## config.mk

```make
export PLATFORM = sky130hd
export DESIGN_NAME = mc_ctrl
export DESIGN_NICKNAME = d
export VERILOG_FILES = /design/src/rtl/mc_pkg.sv /design/src/rtl/mc_decode.sv /design/src/rtl/mc_ctrl.sv
export SDC_FILE = /design/constraint.sdc
export NUM_CORES = 1
export LEC_CHECK = 0
export CORE_ASPECT_RATIO = 0.8
export CORE_MARGIN = 3
export CORE_UTILIZATION = 23
export DETAILED_ROUTE_END_ITERATION = 6
export SETUP_SLACK_MARGIN = 0.1
export SLEW_MARGIN = 20
export SYNTH_ARGS = -nofsm -noshare
export SYNTH_HDL_FRONTEND = slang
export SYNTH_SLANG_ARGS = --single-unit
```

## constraint.sdc

```tcl
create_clock -name clk -period 3.2 [get_ports clk]
set_input_delay 0.8 -clock clk [delete_from_list [all_inputs] [get_ports clk]]
set_output_delay 0.8 -clock clk [all_outputs]
set_load 0.005 [all_outputs]
```

## src/rtl/mc_pkg.sv

```systemverilog
// Shared encodings for the multi-cycle MIPS-subset controller: states,
// opcode/funct constants, datapath select codes and the instruction class bundle.
package mc_pkg;

    typedef enum logic [2:0] {
        FETCH  = 3'd0,
        DECODE = 3'd1,
        EXEC   = 3'd2,
        MEM    = 3'd3,
        WB     = 3'd4
    } state_t;

    localparam logic [5:0] OP_RTYPE = 6'b000000;
    localparam logic [5:0] OP_ORI   = 6'b001101;
    localparam logic [5:0] OP_LUI   = 6'b001111;
    localparam logic [5:0] OP_LW    = 6'b100011;
    localparam logic [5:0] OP_SW    = 6'b101011;
    localparam logic [5:0] OP_BEQ   = 6'b000100;
    localparam logic [5:0] OP_J     = 6'b000010;
    localparam logic [5:0] OP_JAL   = 6'b000011;

    localparam logic [5:0] FN_ADDU  = 6'b100001;
    localparam logic [5:0] FN_SUBU  = 6'b100011;
    localparam logic [5:0] FN_JR    = 6'b001000;

    localparam logic [1:0] EOP_SIGN = 2'b00;
    localparam logic [1:0] EOP_ZERO = 2'b01;
    localparam logic [1:0] EOP_LUI  = 2'b10;
    localparam logic [1:0] EOP_SH2  = 2'b11;

    localparam logic [2:0] ALU_ADD  = 3'b000;
    localparam logic [2:0] ALU_SUB  = 3'b001;
    localparam logic [2:0] ALU_OR   = 3'b010;

    localparam logic [1:0] NPC_PC4  = 2'b00;
    localparam logic [1:0] NPC_BR   = 2'b01;
    localparam logic [1:0] NPC_J    = 2'b10;
    localparam logic [1:0] NPC_RS   = 2'b11;

    localparam logic [1:0] RD_RT    = 2'b00;
    localparam logic [1:0] RD_RD    = 2'b01;
    localparam logic [1:0] RD_RA    = 2'b10;

    localparam logic [1:0] WD_ALU   = 2'b00;
    localparam logic [1:0] WD_DM    = 2'b01;
    localparam logic [1:0] WD_PC    = 2'b10;

    // One-hot instruction class; rsub qualifies rtype_alu (subu vs addu).
    typedef struct packed {
        logic rtype_alu;
        logic ori;
        logic lui;
        logic lw;
        logic sw;
        logic beq;
        logic j;
        logic jal;
        logic jr;
        logic illegal;
        logic rsub;
    } iclass_t;

endpackage

```

## src/rtl/mc_decode.sv

```systemverilog
// Combinational opcode/funct classifier; anything outside the supported
// subset (including the all-zero nop) lands in the illegal class.
module mc_decode
    import mc_pkg::*;
(
    input  logic [5:0] opcode,
    input  logic [5:0] funct,
    output iclass_t    cls
);

    always_comb begin
        cls = '0;
        unique case (opcode)
            OP_RTYPE: begin
                unique case (funct)
                    FN_ADDU: cls.rtype_alu = 1'b1;
                    FN_SUBU: begin
                        cls.rtype_alu = 1'b1;
                        cls.rsub      = 1'b1;
                    end
                    FN_JR:   cls.jr = 1'b1;
                    default: cls.illegal = 1'b1;
                endcase
            end
            OP_ORI:  cls.ori = 1'b1;
            OP_LUI:  cls.lui = 1'b1;
            OP_LW:   cls.lw  = 1'b1;
            OP_SW:   cls.sw  = 1'b1;
            OP_BEQ:  cls.beq = 1'b1;
            OP_J:    cls.j   = 1'b1;
            OP_JAL:  cls.jal = 1'b1;
            default: cls.illegal = 1'b1;
        endcase
    end

endmodule

```

## src/rtl/mc_ctrl.sv

```systemverilog
// Multi-cycle Moore controller: FETCH/DECODE/EXEC/MEM/WB sequencing and all
// datapath strobes/selects. Define MC_CTRL_INSTRET_EN to build the retire counter.
module mc_ctrl
    import mc_pkg::*;
(
    input  logic        clk,
    input  logic        reset,
    input  logic [5:0]  opcode,
    input  logic [5:0]  funct,
    input  logic        zero,
    input  logic        mem_ready,
    output logic        PCWr,
    output logic        IRWr,
    output logic        RFWr,
    output logic        DMWr,
    output logic        mem_req,
    output logic [1:0]  EOp,
    output logic [2:0]  ALUOp,
    output logic        ALUSrc,
    output logic [1:0]  RegDst,
    output logic [1:0]  WDSel,
    output logic [1:0]  NPCOp,
    output logic [2:0]  state,
    output logic [31:0] instret
);

    iclass_t cls;
    state_t  state_q, state_d;

    mc_decode u_decode (
        .opcode (opcode),
        .funct  (funct),
        .cls    (cls)
    );

    always_comb begin
        state_d = state_q;
        unique case (state_q)
            FETCH:  state_d = DECODE;
            DECODE: state_d = (cls.j || cls.jal || cls.jr || cls.illegal) ? FETCH : EXEC;
            EXEC: begin
                if (cls.beq)                 state_d = FETCH;
                else if (cls.lw || cls.sw)   state_d = MEM;
                else                         state_d = WB;
            end
            MEM: if (mem_ready) state_d = cls.lw ? WB : FETCH;
            WB:     state_d = FETCH;
            default: state_d = FETCH;
        endcase
    end

    always_ff @(posedge clk or negedge reset) begin
        if (!reset) state_q <= FETCH;
        else        state_q <= state_d;
    end

    assign state = state_q;

    // Strobes are gated by reset so nothing fires while it is held low.
    always_comb begin
        PCWr    = 1'b0;
        IRWr    = 1'b0;
        RFWr    = 1'b0;
        DMWr    = 1'b0;
        mem_req = 1'b0;
        EOp     = EOP_SIGN;
        ALUOp   = ALU_ADD;
        ALUSrc  = 1'b0;
        RegDst  = RD_RT;
        WDSel   = WD_ALU;
        NPCOp   = NPC_PC4;
        if (reset) begin
            // EXEC selects stay applied through MEM/WB to keep address/result stable.
            if (state_q == EXEC || state_q == MEM || state_q == WB) begin
                if (cls.beq) begin
                    ALUOp = ALU_SUB;
                    EOp   = EOP_SH2;
                end else if (cls.rtype_alu) begin
                    ALUOp = cls.rsub ? ALU_SUB : ALU_ADD;
                end else if (cls.ori) begin
                    EOp    = EOP_ZERO;
                    ALUSrc = 1'b1;
                    ALUOp  = ALU_OR;
                end else if (cls.lui) begin
                    EOp    = EOP_LUI;
                    ALUSrc = 1'b1;
                end else if (cls.lw || cls.sw) begin
                    ALUSrc = 1'b1;
                end
            end
            unique case (state_q)
                FETCH: begin
                    IRWr = 1'b1;
                    PCWr = 1'b1;
                end
                DECODE: begin
                    if (cls.j || cls.jal) begin
                        PCWr  = 1'b1;
                        NPCOp = NPC_J;
                    end
                    if (cls.jal) begin
                        RFWr   = 1'b1;
                        RegDst = RD_RA;
                        WDSel  = WD_PC;
                    end
                    if (cls.jr) begin
                        PCWr  = 1'b1;
                        NPCOp = NPC_RS;
                    end
                end
                EXEC: begin
                    if (cls.beq) begin
                        PCWr  = zero;
                        NPCOp = NPC_BR;
                    end
                end
                MEM: begin
                    mem_req = 1'b1;
                    DMWr    = cls.sw;
                end
                WB: begin
                    RFWr   = 1'b1;
                    RegDst = cls.rtype_alu ? RD_RD : RD_RT;
                    WDSel  = cls.lw ? WD_DM : WD_ALU;
                end
                default: ;
            endcase
        end
    end

`ifdef MC_CTRL_INSTRET_EN
    logic [31:0] instret_q;
    logic        retire;

    assign retire = (state_q != FETCH) && (state_d == FETCH);

    always_ff @(posedge clk or negedge reset) begin
        if (!reset)      instret_q <= '0;
        else if (retire) instret_q <= instret_q + 32'd1;
    end

    assign instret = instret_q;
`else
    assign instret = '0;
`endif

endmodule
```

==> impl_results.md, run 1 <==
* Outcome: completed
* Synth Register Bits at 3
* Cell Area, Placed at around 1200 um^2
* Max-slew violation count at 0
* Die H at 57.8 um
* P_leak at ~0.00064 uW
* CP arrival at 2250 ps
* Register share of total power at 21.6%
* Initial antenna violation count at 0
* Setup Crit Path Kind: in2out
* Routed len/inst at approximately 12 um
* Power Dens Cells at around 290 nW/um^2
* Global-route wire length before repair at approximately 3.9 mm
* Overall Global Routing Usage at 11.4%
* Final instance area at between 1000 and 1500 um^2
* Area Overhead vs Synth at 71.3%
* Ratio of cells with drive above 1 in the final layout at 37.6%
* Vias post-DR at about 900
* CP max stage cell: or4_4
* Crit-path max cell delay at between 500 and 600 ps
* CTS tree: built
* Die ar. at 4090 um^2
* DRT iter0 DRCs at 35
* Int Pwr at 227 uW
* Syn_area_per_cell at around 6.8 um^2
* Layout Skew at around 0.88 ps
* Post-Syn Area at 771 um^2
* Core ar. at between 3000 and 4000 um^2
* Total power at 378 uW
* Buffers on Ports at 34
* Pre-CTS WS at -747 ps
* Initial Utilization at between 20% and 30%
* Tcrit/Tclk final at ~95%
* Worst hold path type: reg2reg
* Logic pwr share at 49.0%
* Clock transition at the registers of the reported paths at 30 ps
* Critical Path Source Type: primary input
* Clock Latency Late Sink at around 210 ps
* Register area share after synthesis at a little under 10%
* Top Family by Delay on Critical Path: simple AND/OR/NAND/NOR gates
* Vias per std cell at between 4 and 5
* Sw Ratio at between 30% and 40%
* Root Driver: clkbuf_8
* Worst-Margin Slew at 737 ps
* Num CTS Buffers at 3
* Worst EP required at approximately 2400 ps
* Synth Instances at approximately 110
* Final Setup Violations at 0
* Peak Freq at about 330 MHz
* Clk pwr share at 29.4%
* Placer congestion estimate at between 0.8 and 0.9
* CP Capture Type: primary output
* Post-synth EDFFs at 0
* DR pass1 iterations at 4
* Gr ovfl total at 0
* Most frequent cells in the layout: conb_1 (33), buf_4 (23), clkdlybuf4s50_1 (8), buf_2 (8), dlygate4sd2_1 (8)
* Final WL at around 2.5 mm
* Crit path max fanout at 4
* Post-layout minimum cycle time at 3050 ps
* H-Tree Level Count at 1
* Die boundary width at between 70 and 80 um
* Slew HR at about half
* Most used cell, CP: or4_4
* Row count at 18
* Vias in the first global route at 860
* Critical path cell sequence: buf_6, or4_4, or4_4, nor2_2, buf_2
* Num Clock Sinks at 3
* Antenna viol nets, final at 0
* Fin. Hold Viols at 0
* Final setup margin at approximately 150 ps
* Antenna Cells at 0
* Commonest non-fill, non-tap cell in the layout: conb_1
* Psw at about 150 uW
* Residual DRC at 0
* Largest net degree at the start of global routing at 12
* Async SR Flop Fraction at 100%
* Max VDD drop at 0.000137 V
* I/O pins at 68
* Max reg flops at 3
* Most used DFF post-synth: dfrtp_1
* Buffers & Inverters on Critical Path at 2
* Final HPWL DP at 1.92 mm
* Max-cap violation count at 0
* Synth unique cells at 34
* Ys Warns at 0
* Unrepaired setup endpoints after global routing: no
* Final #Nets at roughly 190
* Bufs on Longest Clock Path at 2
## power by group through the flow
stage	registers, uW	clock network, uW	logic [uW]
6_report	81.7	111	185
5_1_grt	85.8	118	202
4_1_cts	79.2	112	180
3_5_place_dp	76.3	0	170
3_3_place_gp	74.1	0	166
2_1_floorplan	53.2	0	129
## Yosys cell counts (2+ instances only)
library cell	n	share of area, %
nor3_1	5	3.2
and3_1	2	1.6
or4_1	2	1.9
a21oi_1	3	1.9
buf_4	35	34
o31ai_1	2	1.9
o21ai_0	3	1.9
dfrtp_1	3	9.7
nor3b_1	2	1.9
nand2_1	6	2.9
nand3_1	3	1.9
a211oi_1	2	1.9
nand2b_1	3	2.4
nor2b_1	2	1.6
clkbuf_1	6	2.9
nor2_1	10	4.9
nor4_1	7	5.7
## what timing repair did
| action | in CTS | in global routing |
|---|---|---|
| pin swaps | 12 | 11 |
| hold buffers | 0 | 0 |
| gates cloned | 0 | 0 |
| gates resized for setup | 74 | 16 |
| setup buffers | 4 | 2 |
| endpoints found under the setup margin | 16 | 7 |
## cell type report
cell class | count | area, um^2
clock buffer | 4 | 45.0
fill | 335 | 1830
inverter | 1 | 3.75
multi-input combinational | 99 | 617
sequential | 3 | 75.1
tap | 40 | 50.0
timing repair buffer | 63 | 529
## kinds of logic after synthesis
| kind of cell | Yosys count | share of synthesized area (%) |
|---|---|---|
| other | 1 | 0.487 |
| xor gates and xnor gates | 1 | 1.14 |
| AOI/OAI and AO/OA | 15 | 13.1 |
| buffers and inverters | 43 | 38.1 |
| DFF | 3 | 9.74 |
| and+or+nand+nor | 50 | 37.3 |
## through the flow
| stage | utilization (%) | hold WS [ps] | setup TNS, ps | std cells |
|---|---|---|---|---|
| 2_1_floorplan | - | 504 | 0 | 145 |
| 3_3_place_gp | 36.9 | 632 | -5960 | 200 |
| 3_5_place_dp | 36.9 | 653 | -6340 | 200 |
| 4_1_cts | 41.1 | 676 | -20.3 | 208 |
| 5_1_grt | 41.9 | 732 | 0 | 210 |
| 6_report | 41.9 | 677 | 0 | 210 |
## worst reg2reg max path: cells and delay by family, from the launching register on
kind               cells  cell delay [ps]
and+or+nand+nor        1              280
DFF                    1              610
AOI/OAI and AO/OA      3              570
## per-layer routing
| metal | GRT usage [%] | wire length, um | up-vias |
|---|---|---|---|
| li1 | - | - | 450 |
| met1 | 14.8 | 1070 | 408 |
| met2 | 19.4 | 1240 | 42 |
| met3 | 2.08 | 188 | 3 |
| met4 | 3.22 | 6 | 0 |
| met5 | 0 | 0 | - |
## worst paths after layout
path / startpoint / slack, ps / cells past startpoint / endpoint
min: state[2] / 680 / 1 / state[0]
max reg2reg: state[0] / 1660 / 4 / state[1]
max in group asynchronous: reset / 2370 / 3 / state[0]
max: opcode[2] / 150 / 5 / RegDst[0]
min reg2reg: state[2] / 680 / 1 / state[0]
min in group asynchronous: reset / 730 / 3 / state[2]
No activity file was read; power rests on OpenSTA's default activity.
==> run 2, diff against run 1 <==
CORE_MARGIN = default   (was 3)
CORE_UTILIZATION = 31   (was 23)
PLACE_DENSITY = 0.8   (was default)
REMOVE_ABC_BUFFERS = 1   (was default)
==> impl_results.md, run 2 (synthesis results as in run 1) <==
* Sw Ratio at 43.0% (was 39.9%)
* Worst EP required at 2400 ps (about the same)
* Final Setup Violations at 0 (unchanged)
* Max reg flops at 3 (unchanged)
* Logic pwr share at 55.9% (was 49.0%)
* Routed len/inst at 13.0 um (was 12.0 um)
* Gr ovfl total at 0 (unchanged)
* Fill cells at 215 (was 335)
* Placer congestion estimate at 0.844 (was 0.891)
* P_leak at 0.000609 uW (was 0.000644 uW)
* Overall Global Routing Usage at 19.3% (was 11.4%)
* Core ar. at 2250 um^2 (was 3150 um^2)
* Max VDD drop at 0.000113 V (was 0.000137 V)
* Power Dens Cells at 257 nW/um^2 (was 286 nW/um^2)
* Register share of total power at 24.6% (was 21.6%)
* Bufs on Longest Clock Path at 2 (unchanged)
* Failing checks: DRC
* DRT iter0 DRCs at 23 (was 35)
* I/O pins at 68 (unchanged)
* Psw at 139 uW (was 151 uW)
* CTS tree: built (unchanged)
* Final #Nets at 185 (was 187)
* Critical path cell sequence: buf_6, or4_4, buf_6, buf_6, nor4_4, a21oi_1, nor2_1, buf_2 (was buf_6, or4_4, or4_4, nor2_2, buf_2)
* Root Driver: clkbuf_4 (was clkbuf_8)
* Most used cell, CP: buf_6 (was or4_4)
* Most frequent cells in the layout: conb_1 (33), buf_4 (22), dlygate4sd2_1 (11) (was conb_1 (33), buf_4 (23), clkdlybuf4s50_1 (8), buf_2 (8), dlygate4sd2_1 (8))
* Setup TNS at 0 ps (unchanged)
* Die H at 46.6 um (was 57.8 um)
* Global-route wire length before repair at 3.97 mm (was 3.87 mm)
* Setup Crit Path Kind: in2out (unchanged)
* Ratio of cells with drive above 1 in the final layout at 35.1% (was 37.6%)
* CP arrival at 2290 ps (was 2250 ps)
* Vias per std cell at 4.81 (was 4.30)
* Fin. Hold Viols at 0 (unchanged)
* CP Capture Type: primary output (unchanged)
* Post-layout minimum cycle time at 3090 ps (was 3050 ps)
* Die ar. at 2690 um^2 (was 4090 um^2)
* Vias post-DR at 928 (was 903)
* Critical Path Source Type: primary input (unchanged)
* Final HPWL DP at 1.81 mm (was 1.92 mm)
* Hold slack final at 576 ps (was 677 ps)
* Crit-path max cell delay at 550 ps (was 570 ps)
* Unrepaired setup endpoints after global routing: yes (was no)
* Tcrit/Tclk final at 96.5% (was 95.2%)
* Largest net degree at the start of global routing at 12 (unchanged)
* Residual DRC at 4 (was 0)
* Initial Utilization at 34.2% (was 24.4%)
* Outcome: finished, violations left (was completed)
* H-Tree Level Count at 1 (unchanged)
* Initial antenna violation count at 0 (unchanged)
* Area Overhead vs Synth at 63.1% (was 71.3%)
* Peak Freq at 324 MHz (was 328 MHz)
* Clock Latency Late Sink at 230 ps (was 210 ps)
* Row count at 15 (was 18)
* CTS Hold Bufs at 0 (unchanged)
* Worst hold path type: in2async (was reg2reg)
* Layout Skew at 2.65 ps (was 0.884 ps)
* Clock transition at the registers of the reported paths at 40 ps (was 30 ps)
* Die boundary width at 57.7 um (was 70.7 um)
* CP max stage cell: or4_4 (unchanged)
* Int Pwr at 184 uW (was 227 uW)
* Antenna viol nets, final at 0 (unchanged)
* Final Util at 55.8% (was 41.9%)
* Num CTS Buffers at 3 (unchanged)
* Final WL at 2.51 mm (about the same)
* Antenna Cells at 0 (unchanged)
* Max-cap violation count at 0 (unchanged)
* Vias in the first global route at 882 (was 860)
* Commonest non-fill, non-tap cell in the layout: conb_1 (unchanged)
* Clk pwr share at 19.5% (was 29.4%)
* Buffers on Ports at 34 (unchanged)
* Crit path max fanout at 3 (was 4)
* Max-slew violation count at 0 (unchanged)
* Num Clock Sinks at 3 (unchanged)
* DR pass1 iterations at 6 (was 4)
-- run 2: layer usage --
layer	global-route usage, %	part of all wire, %	up-vias
met5	0	0	-
met4	6.19	0.76	0
met3	2.53	7.5	2
met2	35.6	50	50
met1	23.8	42	435
li1	-	-	441
-- run 2: power groups by stage --
stage | registers [uW] | clock network [uW] | logic, uW
6_report | 79.5 | 63.0 | 181
5_1_grt | 83.8 | 67.4 | 199
3_5_place_dp | 74.7 | 0 | 167
4_1_cts | 77.8 | 64.8 | 172
3_3_place_gp | 74.1 | 0 | 162
2_1_floorplan | 68.6 | 0 | 74.0
-- run 2: cell type report --
class	count	area, um^2	area share (%)
clock buffer	4	26.3	2.09
inverter	1	3.75	0.299
multi-input combinational	99	618	49.2
sequential	3	75.1	5.97
tap	25	31.3	2.49
timing repair buffer	61	503	40.0
-- run 2: critical path: cells and delay by family --
kind	cells	cell delay, ps
AOI/OAI and AO/OA	1	70
and+or+nand+nor	3	940
buffers and inverters	4	480
-- run 2: what timing repair did --
item                                    4_1_cts  5_1_grt
endpoints found under the hold margin         0        0
cloned                                        0        0
pin swaps                                    15        8
buffers inserted                              5        1
gates resized for setup                      70       19
endpoints found under the setup margin       14       10
-- run 2: final timing paths --
path                       cells after the start      start       end  slack [ps]
max                                            8  opcode[4]  NPCOp[0]         110
min                                            2      reset  state[2]         580
max reg2reg                                    4   state[0]  state[1]        1740
min reg2reg                                    1   state[2]  state[0]         680
max in group asynchronous                      2      reset  state[1]        2530
min in group clk                               1   state[2]  state[0]         680
-- run 2: per-stage QoR --
step | power (uW) | worst slack [ps] | cells | area (um^2)
2_1_floorplan | 143 | 332 | 103 | 601
3_3_place_gp | 236 | -643 | 183 | 1130
3_5_place_dp | 242 | -676 | 183 | 1130
4_1_cts | 315 | 0.830 | 192 | 1230
5_1_grt | 351 | 25.0 | 193 | 1260
6_report | 323 | 113 | 193 | 1260
==> run 3, diff against run 2 <==
--- a/config.mk
+++ b/config.mk
@@ -6,4 +6,5 @@
 export NUM_CORES = 1
 export LEC_CHECK = 0
+export CAP_MARGIN = 15
 export CORE_ASPECT_RATIO = 0.8
 export CORE_UTILIZATION = 31
==> constraint.sdc (replaced) <==
create_clock -name clk -period 3.2 [get_ports clk]
set_input_delay 0.64 -clock clk [delete_from_list [all_inputs] [get_ports clk]]
set_output_delay 0.64 -clock clk [all_outputs]
set_load 0.005 [all_outputs]
==> impl_results.md, run 3 (synthesis results as in run 1) <==
* Setup TNS at 0 ps (unchanged)
* Final HPWL DP at 1.76 mm (was 1.81 mm)
* Top Family by Delay on Critical Path: simple AND/OR/NAND/NOR gates (unchanged)
* Final #Nets at 177 (was 185)
* Fin. Hold Viols at 0 (unchanged)
* Worst-Margin Slew at 599 ps
* Largest net degree at the start of global routing at 12 (unchanged)
* Die ar. at 2690 um^2 (unchanged)
* Antenna viol nets, final at 0 (unchanged)
* CP arrival at 2370 ps (was 2290 ps)
* CP max stage cell: or4_4 (unchanged)
* Flip-flop and latch area at 75.1 um^2 (unchanged)
* Peak Freq at 333 MHz (was 324 MHz)
* Most frequent cells in the layout: conb_1 (33), clkdlybuf4s50_1 (19), buf_4 (17) (was conb_1 (33), buf_4 (22), dlygate4sd2_1 (11))
* P_leak at 0.000537 uW (was 0.000609 uW)
* Vias in the first global route at 825 (was 882)
* CP Capture Type: primary output (unchanged)
* Vias post-DR at 930 (was 928)
* Core ar. at 2250 um^2 (unchanged)
* Fill cells at 230 (was 215)
* Routed wl met3 at 211 um (was 188 um)
* Critical Path Source Type: primary input (unchanged)
* Area Overhead vs Synth at 54.4% (was 63.1%)
* Initial Utilization at 34.2% (unchanged)
* Final WL at 2.47 mm (was 2.51 mm)
* Reg-to-reg startpoint: state[0] (unchanged)
* Buffers & Inverters on Critical Path at 4 (unchanged)
* Clock Latency Late Sink at 250 ps (was 230 ps)
* Gr ovfl total at 0 (unchanged)
* Routed len/inst at 13.4 um (was 13.0 um)
* Slew HR at approximately three fifths
* Worst hold path type: reg2reg (was in2async)
* Worst EP required at 2560 ps (was 2400 ps)
* Root Driver: clkbuf_4 (unchanged)
* Max Used Layer: met4 (unchanged)
* DR pass1 iterations at 6 (unchanged)
* Total power at 322 uW (was 323 uW)
* Setup crit start: opcode[2] (was opcode[4])
* DP Cell Count at 178 (was 183)
* Num CTS Buffers at 3 (unchanged)
* Die boundary width at 57.7 um (unchanged)
* Tcrit/Tclk final at 94.0% (was 96.5%)
* Commonest non-fill, non-tap cell in the layout: conb_1 (unchanged)
* Die H at 46.6 um (unchanged)
* Unrepaired setup endpoints after global routing: no (was yes)
* Clock transition at the registers of the reported paths at 40 ps (about the same)
* I/O pins at 68 (unchanged)
* Initial antenna violation count at 0 (unchanged)
* Max reg flops at 3 (unchanged)
* Hold slack final at 667 ps (was 576 ps)
* Global-route wire length before repair at 3.86 mm (was 3.97 mm)
* Hold Path Origin: state[2]
* Layout Skew at 7.69 ps (was 2.65 ps)
* Max-slew violation count at 0 (unchanged)
* H-Tree Level Count at 1 (unchanged)
* R2r worst-path depth at 4 (unchanged)
* DRT iter0 DRCs at 40 (was 23)
* Antenna Cells at 0 (unchanged)
* Crit path max fanout at 4 (was 3)
* Failing checks: DRC (unchanged)
* CTS tree: built (unchanged)
* Post-Route M1 WL at 990 um (was 1.05 mm)
* Num Clock Sinks at 3 (unchanged)
* Buffers on Ports at 34 (unchanged)
* Row count at 15 (unchanged)
* Reg2Reg Capture Point: state[1] (unchanged)
* Ratio of cells with drive above 1 in the final layout at 25.6% (was 35.1%)
* Residual DRC at 4 (unchanged)
* Multi-input logic area at 589 um^2 (was 618 um^2)
* Finished Layout Cells at 185 (was 193)
* Overall Global Routing Usage at 19.6% (was 19.3%)
* Bufs on Longest Clock Path at 2 (unchanged)
* Vias per std cell at 5.03 (was 4.81)
* Setup Crit Path Kind: in2out (unchanged)
* Final Setup Violations at 0 (unchanged)
* CTS Hold Bufs at 0 (unchanged)
* Met2 WL post-DR at 1.23 mm (was 1.25 mm)
* Max-cap violation count at 0 (unchanged)
* Post-layout minimum cycle time at 3010 ps (was 3090 ps)
* Final Util at 52.8% (was 55.8%)
* Power Dens Cells at 270 nW/um^2 (was 257 nW/um^2)
* Placer congestion estimate at 0.856 (was 0.844)
* Crit-path max cell delay at 570 ps (was 550 ps)
* Worst setup endpoint: ALUOp[0] (was NPCOp[0])
* WP depth at 8 (unchanged)
* Outcome: finished, violations left (unchanged)
* Max VDD drop at 0.0000985 V (was 0.000113 V)
* Critical path cell sequence: dlygate4sd2_1, or4_4, buf_6, buf_4, nor4_4, a21oi_2, nor2_1, clkbuf_2 (was buf_6, or4_4, buf_6, buf_6, nor4_4, a21oi_1, nor2_1, buf_2)
* Worst R2R Setup Slack at 1790 ps (was 1740 ps)
[run 3: metrics by stage]
stage	area [um^2]	worst slack, ps
2_1_floorplan	601	652
5_1_grt	1190	97.5
6_report	1190	193
3_3_place_gp	1090	-326
4_1_cts	1170	40.3
3_5_place_dp	1090	-373
[run 3: per-layer routing]
| metal | up-vias | GRT usage (%) |
|---|---|---|
| met2 | 64 | 36.0 |
| met1 | 435 | 22.4 |
| met4 | 0 | 10.0 |
| met5 | - | 0 |
| li1 | 426 | - |
| met3 | 5 | 3.37 |
[run 3: what timing repair did]
action                                  in CTS  in global routing
pin swaps                                    5                  5
buffers inserted                             3                  0
endpoints found under the setup margin      12                  5
resized for setup                           24                 14
[run 3: worst register-to-register path, stage by stage (launching register included)]
cell,delay (ps)
dfrtp_1,570
nand2b_1,220
a211oi_1,260
o31ai_1,110
o21ai_1,160
[run 3: layout make-up]
class                      count  area share [%]
clock buffer                   4            2.21
inverter                       1           0.315
multi-input combinational     99            49.5
sequential                     3            6.31
tap                           25            2.63
timing repair buffer          53            39.0
[run 3: worst min path at each step]
| stage | depth (start not counted) | slack (ps) | end |
|---|---|---|---|
| global route | 1 | 700 | state[0] |
| floorplan | 0 | 340 | state[0] |
| finish | 1 | 670 | state[0] |
| global placement | 1 | 620 | state[0] |
| detailed placement | 1 | 630 | state[0] |
| CTS | 1 | 650 | state[0] |
[run 3: power breakdown]
group          internal (uW)  switching, uW
sequential              47.1           31.3
combinational           87.9           85.0
clock                   47.0           23.3
total                    182            140
